### config.mk
export PLATFORM = sky130hd
export DESIGN_NAME = moore_pattern_detector
export DESIGN_NICKNAME = d
export VERILOG_FILES = /design/src/rtl/moore_pattern_pkg.sv /design/src/rtl/moore_pattern_detector_sat_counter.sv /design/src/rtl/moore_pattern_detector.sv
export SDC_FILE = /design/constraint.sdc
export NUM_CORES = 1
export LEC_CHECK = 0
export ABC_AREA = 1
export BUFFER_PORTS_ARGS = -buffer_cell sky130_fd_sc_hd__buf_2
export CAP_MARGIN = 0
export CORE_MARGIN = 4
export CORE_UTILIZATION = 30
export CTS_CLUSTER_DIAMETER = 200
export DETAILED_ROUTE_END_ITERATION = 10
export PLACE_DENSITY = 0.5
export RECOVER_POWER = 50
export REMOVE_ABC_BUFFERS = 1
export SLEW_MARGIN = 30
export SYNTH_ARGS = -nofsm -noshare
export SYNTH_HDL_FRONTEND = slang
export SYNTH_SLANG_ARGS = --single-unit
export TNS_END_PERCENT = 30
### constraint.sdc
create_clock -name clk -period 1.35 [get_ports clk]
set_input_delay 0.0675 -clock clk [delete_from_list [all_inputs] [get_ports clk]]
set_output_delay 0.0675 -clock clk [all_outputs]
set_load 0.03 [all_outputs]
### src/rtl/moore_pattern_pkg.sv
// Shared definitions for the programmable Moore pattern detector:
// state encoding and the saturating counter ceiling.
package moore_pattern_pkg;

  typedef enum logic [1:0] {
    S_FILL  = 2'd0,
    S_SCAN  = 2'd1,
    S_MATCH = 2'd2
  } state_t;

  // Largest value representable in a w-bit counter (w clamped at 32).
  function automatic logic [31:0] cnt_max(input int unsigned w);
    if (w >= 32) return 32'hFFFF_FFFF;
    return (32'd1 << w) - 32'd1;
  endfunction

endpackage

### src/rtl/moore_pattern_detector_sat_counter.sv
// Saturating up-counter with a synchronous clear that wins over increment.
module sat_counter
  import moore_pattern_pkg::*;
#(
  parameter int CNT_W = 8
) (
  input  logic             clk,
  input  logic             rst_n,
  input  logic             inc,
  input  logic             clr,
  output logic [CNT_W-1:0] count
);

  localparam logic [CNT_W-1:0] MAX = CNT_W'(cnt_max(CNT_W));

  always_ff @(posedge clk or negedge rst_n) begin
    if (!rst_n) begin
      count <= '0;
    end else if (clr) begin
      count <= '0;
    end else if (inc && (count != MAX)) begin
      count <= count + 1'b1;
    end
  end

endmodule

### src/rtl/moore_pattern_detector.sv
// Serial detector for a runtime-programmable PAT_LEN-bit pattern with
// overlap control, input qualification and a saturating match counter.
module moore_pattern_detector
  import moore_pattern_pkg::*;
#(
  parameter int                 PAT_LEN   = 4,
  parameter int                 CNT_W     = 8,
  parameter logic [PAT_LEN-1:0] PAT_RESET = 4'b1011
) (
  input  logic                               clk,
  input  logic                               rst_n,
  input  logic                               inbit,
  input  logic                               in_valid,
  input  logic                               load,
  input  logic [PAT_LEN-1:0]                 pattern_in,
  input  logic                               overlap,
  input  logic                               clear_count,
  output logic                               ans,
  output logic [CNT_W-1:0]                   match_count,
  output logic [1:0]                         dbg_state,
  output logic [$clog2(PAT_LEN+1)-1:0]       dbg_fill
);

  localparam int              FW   = $clog2(PAT_LEN + 1);
  localparam logic [FW-1:0]   FULL = FW'(PAT_LEN);

  // Handshake: a bit is accepted on a rising edge where in_valid=1 and
  // load=0; there is no backpressure, and ans/match_count are valid
  // every cycle after the edge that changed them.

  state_t               state, state_n;
  logic [PAT_LEN-1:0]   pat, pat_n;
  logic [PAT_LEN-1:0]   hist, hist_n, hist_shift;
  logic [FW-1:0]        fill, fill_n, fill_inc;
  logic                 hit;
  logic                 inc;

  always_ff @(posedge clk or negedge rst_n) begin
    if (!rst_n) begin
      state <= S_FILL;
      pat   <= PAT_RESET;
      hist  <= '0;
      fill  <= '0;
    end else begin
      state <= state_n;
      pat   <= pat_n;
      hist  <= hist_n;
      fill  <= fill_n;
    end
  end

  always_comb begin
    hist_shift = {hist[PAT_LEN-2:0], inbit};
    fill_inc   = (fill == FULL) ? FULL : fill + 1'b1;
    hit        = (fill_inc == FULL) && (hist_shift == pat);

    state_n = state;
    pat_n   = pat;
    hist_n  = hist;
    fill_n  = fill;
    inc     = 1'b0;

    if (load) begin
      // Reprogramming flushes the history; any same-cycle bit is dropped.
      pat_n   = pattern_in;
      hist_n  = '0;
      fill_n  = '0;
      state_n = S_FILL;
    end else if (in_valid) begin
      hist_n = hist_shift;
      if (hit) begin
        state_n = S_MATCH;
        inc     = 1'b1;
        fill_n  = overlap ? FULL : '0;
      end else if (fill_inc == FULL) begin
        state_n = S_SCAN;
        fill_n  = fill_inc;
      end else begin
        state_n = S_FILL;
        fill_n  = fill_inc;
      end
    end
  end

  assign ans       = (state == S_MATCH);
  assign dbg_state = state;
  assign dbg_fill  = fill;

  sat_counter #(.CNT_W(CNT_W)) u_count (
    .clk   (clk),
    .rst_n (rst_n),
    .inc   (inc),
    .clr   (clear_count),
    .count (match_count)
  );

endmodule

Word-level counts from Yosys, hierarchy flattened
Index checks and enable logic that the tools add are counted.
{"block": "word_totals", "ff_bits": 20, "elab_cells": 32, "out_inout_bits": 14, "in_bits": 11}
{"block": "classes", "n_eq_ne": 5, "reduce_logical": 4, "muxes": 16, "add_sub_neg": 2}
{"operator": "two-way mux 3 bit", "n": 7}
{"operator": "two-way mux 8 bit", "n": 2}
{"operator": "adder 8 x 1 -> 8 bit, second input constant", "n": 1}
{"operator": "!= test 8 bit, second input constant", "n": 1}
{"operator": "equality test 3 bit, second input constant", "n": 2}
{"operator": "two-way mux 2 bit", "n": 3}
{"operator": "equality test 4 bit", "n": 1}
{"operator": "two-way mux 1 bit", "n": 4}
{"operator": "nonzero test 2 bit", "n": 2}
{"operator": "adder 3 x 1 -> 3 bit, second input constant", "n": 1}
{"operator": "equality test 2 bit, second input constant", "n": 1}
{"operator": "logical AND 1 bit", "n": 2}

Logic depth before layout (Yosys ltp)
Gate-level depths: netlist (run 1).
{"block": "logic_depth", "word_depth": 10, "depth_mapped": 10}

Modules after synthesis
A second synthesis (run 1) with hierarchy kept.
{"block": "hier_totals", "hier_cells": 155, "area_unflattened_um2": 1183.6}
{"mod": "moore_pattern_detector", "cells_per_inst": 81, "instances": 1, "seq_area_each_um2": 304.0, "area_per_inst_um2": 671.9}
{"mod": "sat_counter", "cells_per_inst": 74, "instances": 1, "seq_area_each_um2": 200.2, "area_per_inst_um2": 511.7}

Worst setup path before layout (run 1)
No wires, ideal clock.
{"block": "synth_timing", "path_kind": "register to register", "start": "register fill[0] (netlist: dbg_fill[0])", "end": "register u_count.count[2]", "arrival_ns": 1.621, "path_stages_with_launch": 10, "required_ns": 1.284, "setup_slack_ns": -0.337, "path_cell_list": "dfrtp_1 inv_1 ha_1 o21ai_2 nand2_2 inv_2 nand4_4 nand2_4 nand2_1 nand2_1"}
{"block": "synth_between", "elab_chain_len": 9, "elab_cells_between_ends": 10, "classes_between": "1 x add/sub; 2 x eq/ne; 4 x mux; 3 x reduce/logical"}
{"element": "from (decl)", "line_no": "moore_pattern_detector.sv:34", "source": "logic [FW-1:0] fill, fill_n, fill_inc;"}
{"element": "from (signal assigned)", "line_no": "moore_pattern_detector.sv:48", "source": "fill <= fill_n;"}
{"element": "adder 3 x 1 -> 3 bit or equality test 3 bit (tied branches)", "line_no": "moore_pattern_detector.sv:54", "source": "fill_inc = (fill == FULL) ? FULL : fill + 1'b1;"}
{"element": "two-way mux 3 bit *", "line_no": "moore_pattern_detector.sv:54"}
{"element": "equality test 3 bit *", "line_no": "moore_pattern_detector.sv:55", "source": "hit = (fill_inc == FULL) && (hist_shift == pat);"}
{"element": "logical AND 1 bit *", "line_no": "moore_pattern_detector.sv:55"}
{"element": "two-way mux 1 bit *", "line_no": "moore_pattern_detector.sv:71", "source": "if (hit) begin"}
{"element": "two-way mux 1 bit *", "line_no": "moore_pattern_detector.sv:69", "source": "end else if (in_valid) begin"}
{"element": "two-way mux 1 bit *", "line_no": "moore_pattern_detector.sv:63", "source": "if (load) begin"}
{"element": "logical AND 1 bit *", "line_no": "moore_pattern_detector_sat_counter.sv:21", "source": "end else if (inc && (count != MAX)) begin"}
{"element": "nonzero test 2 bit (no source line) *"}
{"element": "to (signal assigned)", "line_no": "moore_pattern_detector_sat_counter.sv:22", "source": "count <= count + 1'b1;"}
{"element": "to (decl)", "line_no": "moore_pattern_detector_sat_counter.sv:11", "source": "output logic [CNT_W-1:0] count"}
Every way passes the cells marked *; elsewhere a longest branch is shown, timed or not.
A chain may end at the register's enable or synchronous reset.

Worst setup path in the final report (run 1)
{"block": "layout_timing", "start": "register fill[0] (netlist: dbg_fill[0])", "end": "register u_count.count[1]"}
The elaborated chain is that of the path after synthesis.

==> results of run 1 <==
[cell type report]
type,count,area share
multi-input cells,102,0.378
flip-flops and latches,20,0.331
repair buffers,42,0.171
inverters,20,0.0509
well taps,48,0.0394
clock buffers,4,0.0296
[cell families (layout without fill, tap and decap cells)]
group / count (synthesis) / after routing / synth area share
XOR/XNOR: 5 / 5 / 0.0387
AO/OA/AOI/OAI: 13 / 13 / 0.0675
adder cells (fa/ha/maj): 3 / 3 / 0.0332
AND/OR/NAND/NOR: 80 / 81 / 0.344
flip-flops: 20 / 20 / 0.446
buffers and inverters: 21 / 66 / 0.0708
[metal layers]
layer | track usage | up-vias | wire, um | part of all wire
li1 | - | 552 | - | -
met1 | 0.159 | 480 | 1280 | 0.50
met2 | 0.192 | 21 | 1180 | 0.46
met3 | 0.0275 | 2 | 94 | 0.037
met4 | 0.0412 | 0 | 8 | 0.0031
met5 | 0 | - | 0 | 0
[per-stage QoR]
step           setup TNS (ns)  power (mW)  utilization
2_1_floorplan           -3.18       0.814            -
3_3_place_gp            -1.34       0.915        0.388
3_5_place_dp            -1.83       0.920        0.388
4_1_cts                -0.980        1.36        0.414
5_1_grt                 -2.04        1.42        0.416
6_report               -0.691        1.34        0.416
[worst reg2reg max path: cells and delay by family, from the launching register on]
kind	cells	cell delay, ns
AO/OA/AOI/OAI	1	0.12
buffers and inverters	2	0.17
flip-flops	1	0.41
adder cells (fa/ha/maj)	1	0.21
AND/OR/NAND/NOR	5	0.47
[cells in the final DEF, fill, tap and decap left out]
| cell | count |
|---|---|
| inv_2 | 4 |
| clkbuf_2 | 1 |
| dfrtp_1 | 17 |
| nor3b_1 | 1 |
| o31ai_2 | 1 |
| buf_2 | 23 |
| o22ai_1 | 4 |
| inv_1 | 14 |
| nand2_4 | 1 |
| dfstp_2 | 3 |
| dlygate4sd3_1 | 2 |
| clkinv_1 | 1 |
| nand4_4 | 1 |
| nor3_1 | 1 |
| o21ai_0 | 6 |
| nand2_1 | 42 |
| nand2_2 | 3 |
| buf_4 | 16 |
| nand4_2 | 1 |
| nor2_2 | 1 |
| nand3_1 | 15 |
| xnor2_1 | 3 |
| clkbuf_1 | 1 |
| nand3_2 | 1 |
| xor2_1 | 2 |
| ha_4 | 1 |
| nor2_1 | 10 |
| nand4_1 | 1 |
| a21oi_1 | 1 |
| clkbuf_8 | 3 |
| nor3_2 | 1 |
| o21ai_2 | 1 |
| nor2_4 | 2 |
| ha_1 | 2 |
| inv_4 | 1 |
[flip-flops by register name, indices dropped and copies added, names as in the netlist]
register	cells
dbg_fill	3
pat	4
dbg_state	2
hist	3
u_count.count	8
[final timing paths]
| kind | startpoint | endpoint | slack (ns) | cells past startpoint |
|---|---|---|---|---|
| max reg2reg | dbg_fill[0]$_DFFE_PN0P_ | u_count.count[1]$_DFFE_PN0P_ | -0.09 | 9 |
| min | pattern_in[2] | pat[2]$_DFFE_PN0P_ | 0.01 | 3 |
| max in group asynchronous | rst_n | pat[0]$_DFFE_PN1P_ | 0.66 | 2 |
| max | dbg_fill[0]$_DFFE_PN0P_ | u_count.count[1]$_DFFE_PN0P_ | -0.09 | 9 |
| min reg2reg | pat[3]$_DFFE_PN1P_ | pat[3]$_DFFE_PN1P_ | 0.47 | 2 |
| min in group asynchronous | rst_n | u_count.count[3]$_DFFE_PN0P_ | 0.31 | 2 |
[timing repair]
action / 4_1_cts / 5_1_grt
hold buffers: 2 / 0
hold endpoints to repair: 18 / 0
setup buffers: 1 / 0
setup endpoints to repair: 10 / 11
gates cloned: 1 / 0
pin swaps: 5 / 1
gates resized for setup: 3 / 2
[power breakdown]
group | internal (mW) | total, mW | switching (mW)
Clock | 0.210 | 0.416 | 0.206
Sequential | 0.635 | 0.659 | 0.0235
Combinational | 0.103 | 0.263 | 0.160
==> flow_summary.ini, run 1 <==
[outcome]
status = finished with violations
failed_checks = setup timing

[drt]
vias = 1055
wl_per_cell_um = 10.9
ant_nets = 0
first_pass_iters = 4
routed_via_density = 4.47
routed_wl_um = 2570
drc = 0
drt-initial-drc-count = 38

[clocking]
cts.sinks = 20
cts_tree = done
numCtsBuffers = 3
cts.clk_slew.worst_paths_ns = 0.08
clk_latency_ns = 0.26
htreeDepth = 1
clk_path_buf_depth = 2
ctsRootBufferMaster = clkbuf_8

[setup_path]
cp.arrival_ns = 1.63
cp_cell_sequence = inv_2, ha_4, o21ai_2, nand2_2, inv_4, nand4_4, nand2_4, nand2_1, nand2_1
cp_common_cell = nand2_1
required_ns = 1.54
path_delay_family = simple AND/OR/NAND/NOR gates
crit_buf_inv = 2
critPathMaxStageDelay_ns = 0.41
cp_slowest_cell = dfrtp_1
critPathLaunchType = flop
path_class = flop to flop
cp-end-kind = flop
crit_fanout = 8

[synthesis]
synthTopCellsByArea = dfrtp_1, nand2_1, dfstp_2
synth.largest_area_cell = dfrtp_1
synth_edf_count = 0
synth_async_sr_flop_share = 1.00
yosysMostFrequentCell = nand2_1
postSynthCellCount = 142
synth-seq-cells = 20
syn_area_um2 = 1130
synth.avg_cell_area_um2 = 7.97
yosys_most_used_dff = dfrtp_1
synth_warnings = 0
ys_seq_area_frac = 0.446
synth_cell_types = 27
ys_top_cells_by_count = nand2_1, dfrtp_1, inv_1, nand3_1, nor2_1
synth_top_area_frac = 0.376

[pwr]
cellLeakagePower_nw = 0.779
vdd_ir_drop_max_v = 0.000279
power.density_nw_per_um2 = 878

[final_layout]
syn_to_final_growth_pct = 34.7
layout.nets = 203
fin_area_um2 = 1520
multi_input_area_um2 = 577
drive_above_1_share = 0.346
layout.cells.non_filler = 236
final-seq-area_um2 = 504
antennaDiodeCount = 0
fillers = 383

[sta]
fmax_mhz = 696
postLayoutSetupSlackWorst_ns = -0.0858
layout_min_cycle_time_ns = 1.44
slew_violations = 0
worst_pin_slew_ns = 0.537
hold_violations = 0
finalCritPeriodShare = 1.06
relSlewSlack = 0.642
holdWs_ns = 0.0102
skew_ns = 0.00867
setup_violations = 9
rsz0062_at_grt = true

[floorplanning]
initial_core_util = 0.309
design.core.area_um2 = 3660
io_pins = 25
std_cell_rows = 22
die_area_um2 = 4820
dieWidth_um = 69.4
dieHeight_um = 69.4

[flow_run]
max-cap-violations = 0

[worst_hold_path]
hold_class = input port to flop

[global_route]
grt_max_degree = 21
grt_pass1_vias = 1101
grt_usage = 0.120
grt_first_pass_wirelength_um = 4840
antenna_found_initial = 0
grt_overflow = 0

[place]
dp_cells = 228
placed_cell_area_um2 = 1420
portBuffers = 24
gp_congestion = 0.824
post-dp-hpwl_um = 1890
pre_cts_slack_ns = -0.222
Note: power is estimated with default switching activity, not from simulation.
==> run 2: changes to the inputs <==
--- a/config.mk
+++ b/config.mk
@@ -12,7 +12,6 @@
 export CORE_UTILIZATION = 30
 export CTS_CLUSTER_DIAMETER = 200
 export DETAILED_ROUTE_END_ITERATION = 10
-export PLACE_DENSITY = 0.5
 export RECOVER_POWER = 50
 export REMOVE_ABC_BUFFERS = 1
 export SLEW_MARGIN = 30
==> constraint.sdc (replaced) <==
create_clock -name clk -period 1.35 [get_ports clk]
set_input_delay 0 -clock clk [delete_from_list [all_inputs] [get_ports clk]]
set_output_delay 0 -clock clk [all_outputs]
set_load 0.03 [all_outputs]
==> run 2 against run 1 <==
  * Maximum frequency decreased by 0.58%
  * First-iteration DRC count increased by 21%
  * The run still ends with setup timing left
  * Largest power group unchanged
  * Critical path type unchanged
  * Final area grew 2.0%
==> flow_summary.ini, run 2 (synthesized netlist as in run 1, its figures left out) <==
[setup_path]
required_ns = 1.55
path_class = flop to flop
r2r_cells = 9
worstReg2RegEnd = u_count.count[3]$_DFFE_PN0P_
cp.arrival_ns = 1.64
crit_fanout = 8
cp-end-kind = flop
regToRegStartpoint = dbg_fill[0]$_DFFE_PN0P_
reg2reg_slack_ns = -0.09
critPathLaunchType = flop

[floorplanning]
dieWidth_um = 69.4
die_area_um2 = 4820
initial_core_util = 0.309
dieHeight_um = 69.4
std_cell_rows = 22
io_pins = 25
design.core.area_um2 = 3660

[final_layout]
fin_area_um2 = 1550
largest_register = u_count.count
layout.nets = 205
drive_above_1_share = 0.337
syn_to_final_growth_pct = 37.4
largest_reg_flops = 8
mostFrequentLayoutCells = nand2_1, buf_2, dfrtp_1
postLayoutCoreUtil = 0.424
antennaDiodeCount = 0
top_regs = u_count.count: 8 flops, pat: 4 flops
layout_commonest_cell = nand2_1

[place]
pre_cts_slack_ns = -0.191
portBuffers = 24
placed_cell_area_um2 = 1400
gp_congestion = 0.768
post-dp-hpwl_um = 1880

[flow_run]
max-cap-violations = 0

[sta]
postLayoutSetupSlackWorst_ns = -0.0942
finalCritPeriodShare = 1.07
setup_violations = 9
rsz0062_at_grt = true
layout_min_cycle_time_ns = 1.44
slew_violations = 0
fmax_mhz = 692
skew_ns = 0.00944
worst_pin_slew_ns = 0.513
holdWs_ns = 0.0172
relSlewSlack = 0.658
hold_violations = 0

[worst_hold_path]
worstHoldEndpoint = hist[0]$_DFFE_PN0P_
hold_class = input port to flop
whs_path_depth = 3
worstHoldStart = inbit

[drt]
wl_per_cell_um = 10.8
routed_via_density = 4.59
drc = 0
ant_nets = 0
routed_wl_um = 2570
vias = 1093
first_pass_iters = 5
drt-initial-drc-count = 46

[outcome]
failed_checks = setup timing
status = finished with violations

[pwr]
cellLeakagePower_nw = 0.789
vdd_ir_drop_max_v = 0.000323
power.density_nw_per_um2 = 884

[global_route]
grt_pass1_vias = 1152
grt_first_pass_wirelength_um = 4710
gr-usage-met2 = 0.197
grt_overflow = 0
antenna_found_initial = 0
grt_max_degree = 21
grt_usage = 0.114
grt_use_met3 = 0.0261
met1_usage = 0.145
gr-max-usage-layer = met2

[clocking]
numCtsBuffers = 3
clk_path_buf_depth = 2
cts.sinks = 20
cts_tree = done
cts.clk_slew.worst_paths_ns = 0.08
clk_latency_ns = 0.26
htreeDepth = 1
ctsRootBufferMaster = clkbuf_8
## run 2: worst max-delay path by stage
stage | startpoint | to | cells past startpoint
6_report | dbg_fill[0]$_DFFE_PN0P_ | u_count.count[3]$_DFFE_PN0P_ | 9
5_1_grt | dbg_fill[0]$_DFFE_PN0P_ | u_count.count[3]$_DFFE_PN0P_ | 9
4_1_cts | dbg_fill[0]$_DFFE_PN0P_ | u_count.count[3]$_DFFE_PN0P_ | 10
3_5_place_dp | dbg_fill[0]$_DFFE_PN0P_ | u_count.count[3]$_DFFE_PN0P_ | 9
3_3_place_gp | dbg_fill[0]$_DFFE_PN0P_ | u_count.count[4]$_DFFE_PN0P_ | 9
2_1_floorplan | dbg_fill[0]$_DFFE_PN0P_ | u_count.count[2]$_DFFE_PN0P_ | 9
## run 2: through the flow
stage | TNS (ns) | instances | total power, mW
after CTS | -0.941 | 237 | 1.40
after floorplan | -3.18 | 141 | 0.814
final | -0.688 | 238 | 1.37
after detailed placement | -1.49 | 225 | 0.910
after global routing | -1.81 | 238 | 1.46
after global placement | -1.26 | 225 | 0.906
## run 2: critical path, stage by stage, from the launching register on
cell and delay [ns]:
dfrtp_1 0.40, inv_2 0.09, ha_4 0.20, o21ai_2 0.11
nand2_2 0.08, inv_4 0.08, nand4_4 0.14, nand2_4 0.14
nand2_1 0.07, nand2_1 0.07
## run 2: layer usage
metal,up-vias,part of all wire
met2,28,0.47
li1,552,-
met3,0,0.061
met4,0,0
met1,513,0.47
met5,-,0
## run 2: cell type report
class | count | area [um^2]
Fill cell | 385 | 2110
Multi-Input combinational cell | 102 | 572
Sequential cell | 20 | 504
Timing Repair Buffer | 44 | 285
Inverter | 20 | 77.6
Tap cell | 48 | 60.1
Clock buffer | 4 | 55.1
## run 2: timing repair
item / in CTS / in global routing
endpoints found under the hold margin: 22 / 0
hold buffers: 6 / 0
gates cloned: 1 / 0
buffers inserted: 1 / 1
setup endpoints to repair: 10 / 11
resized for setup: 3 / 1
pin swaps: 3 / 1
## run 2: power breakdown
part	internal, mW	total [mW]	switching, mW
sequential	0.636	0.658	0.0225
combinational	0.105	0.265	0.160
clock	0.259	0.450	0.191
total	1.00	1.37	0.373
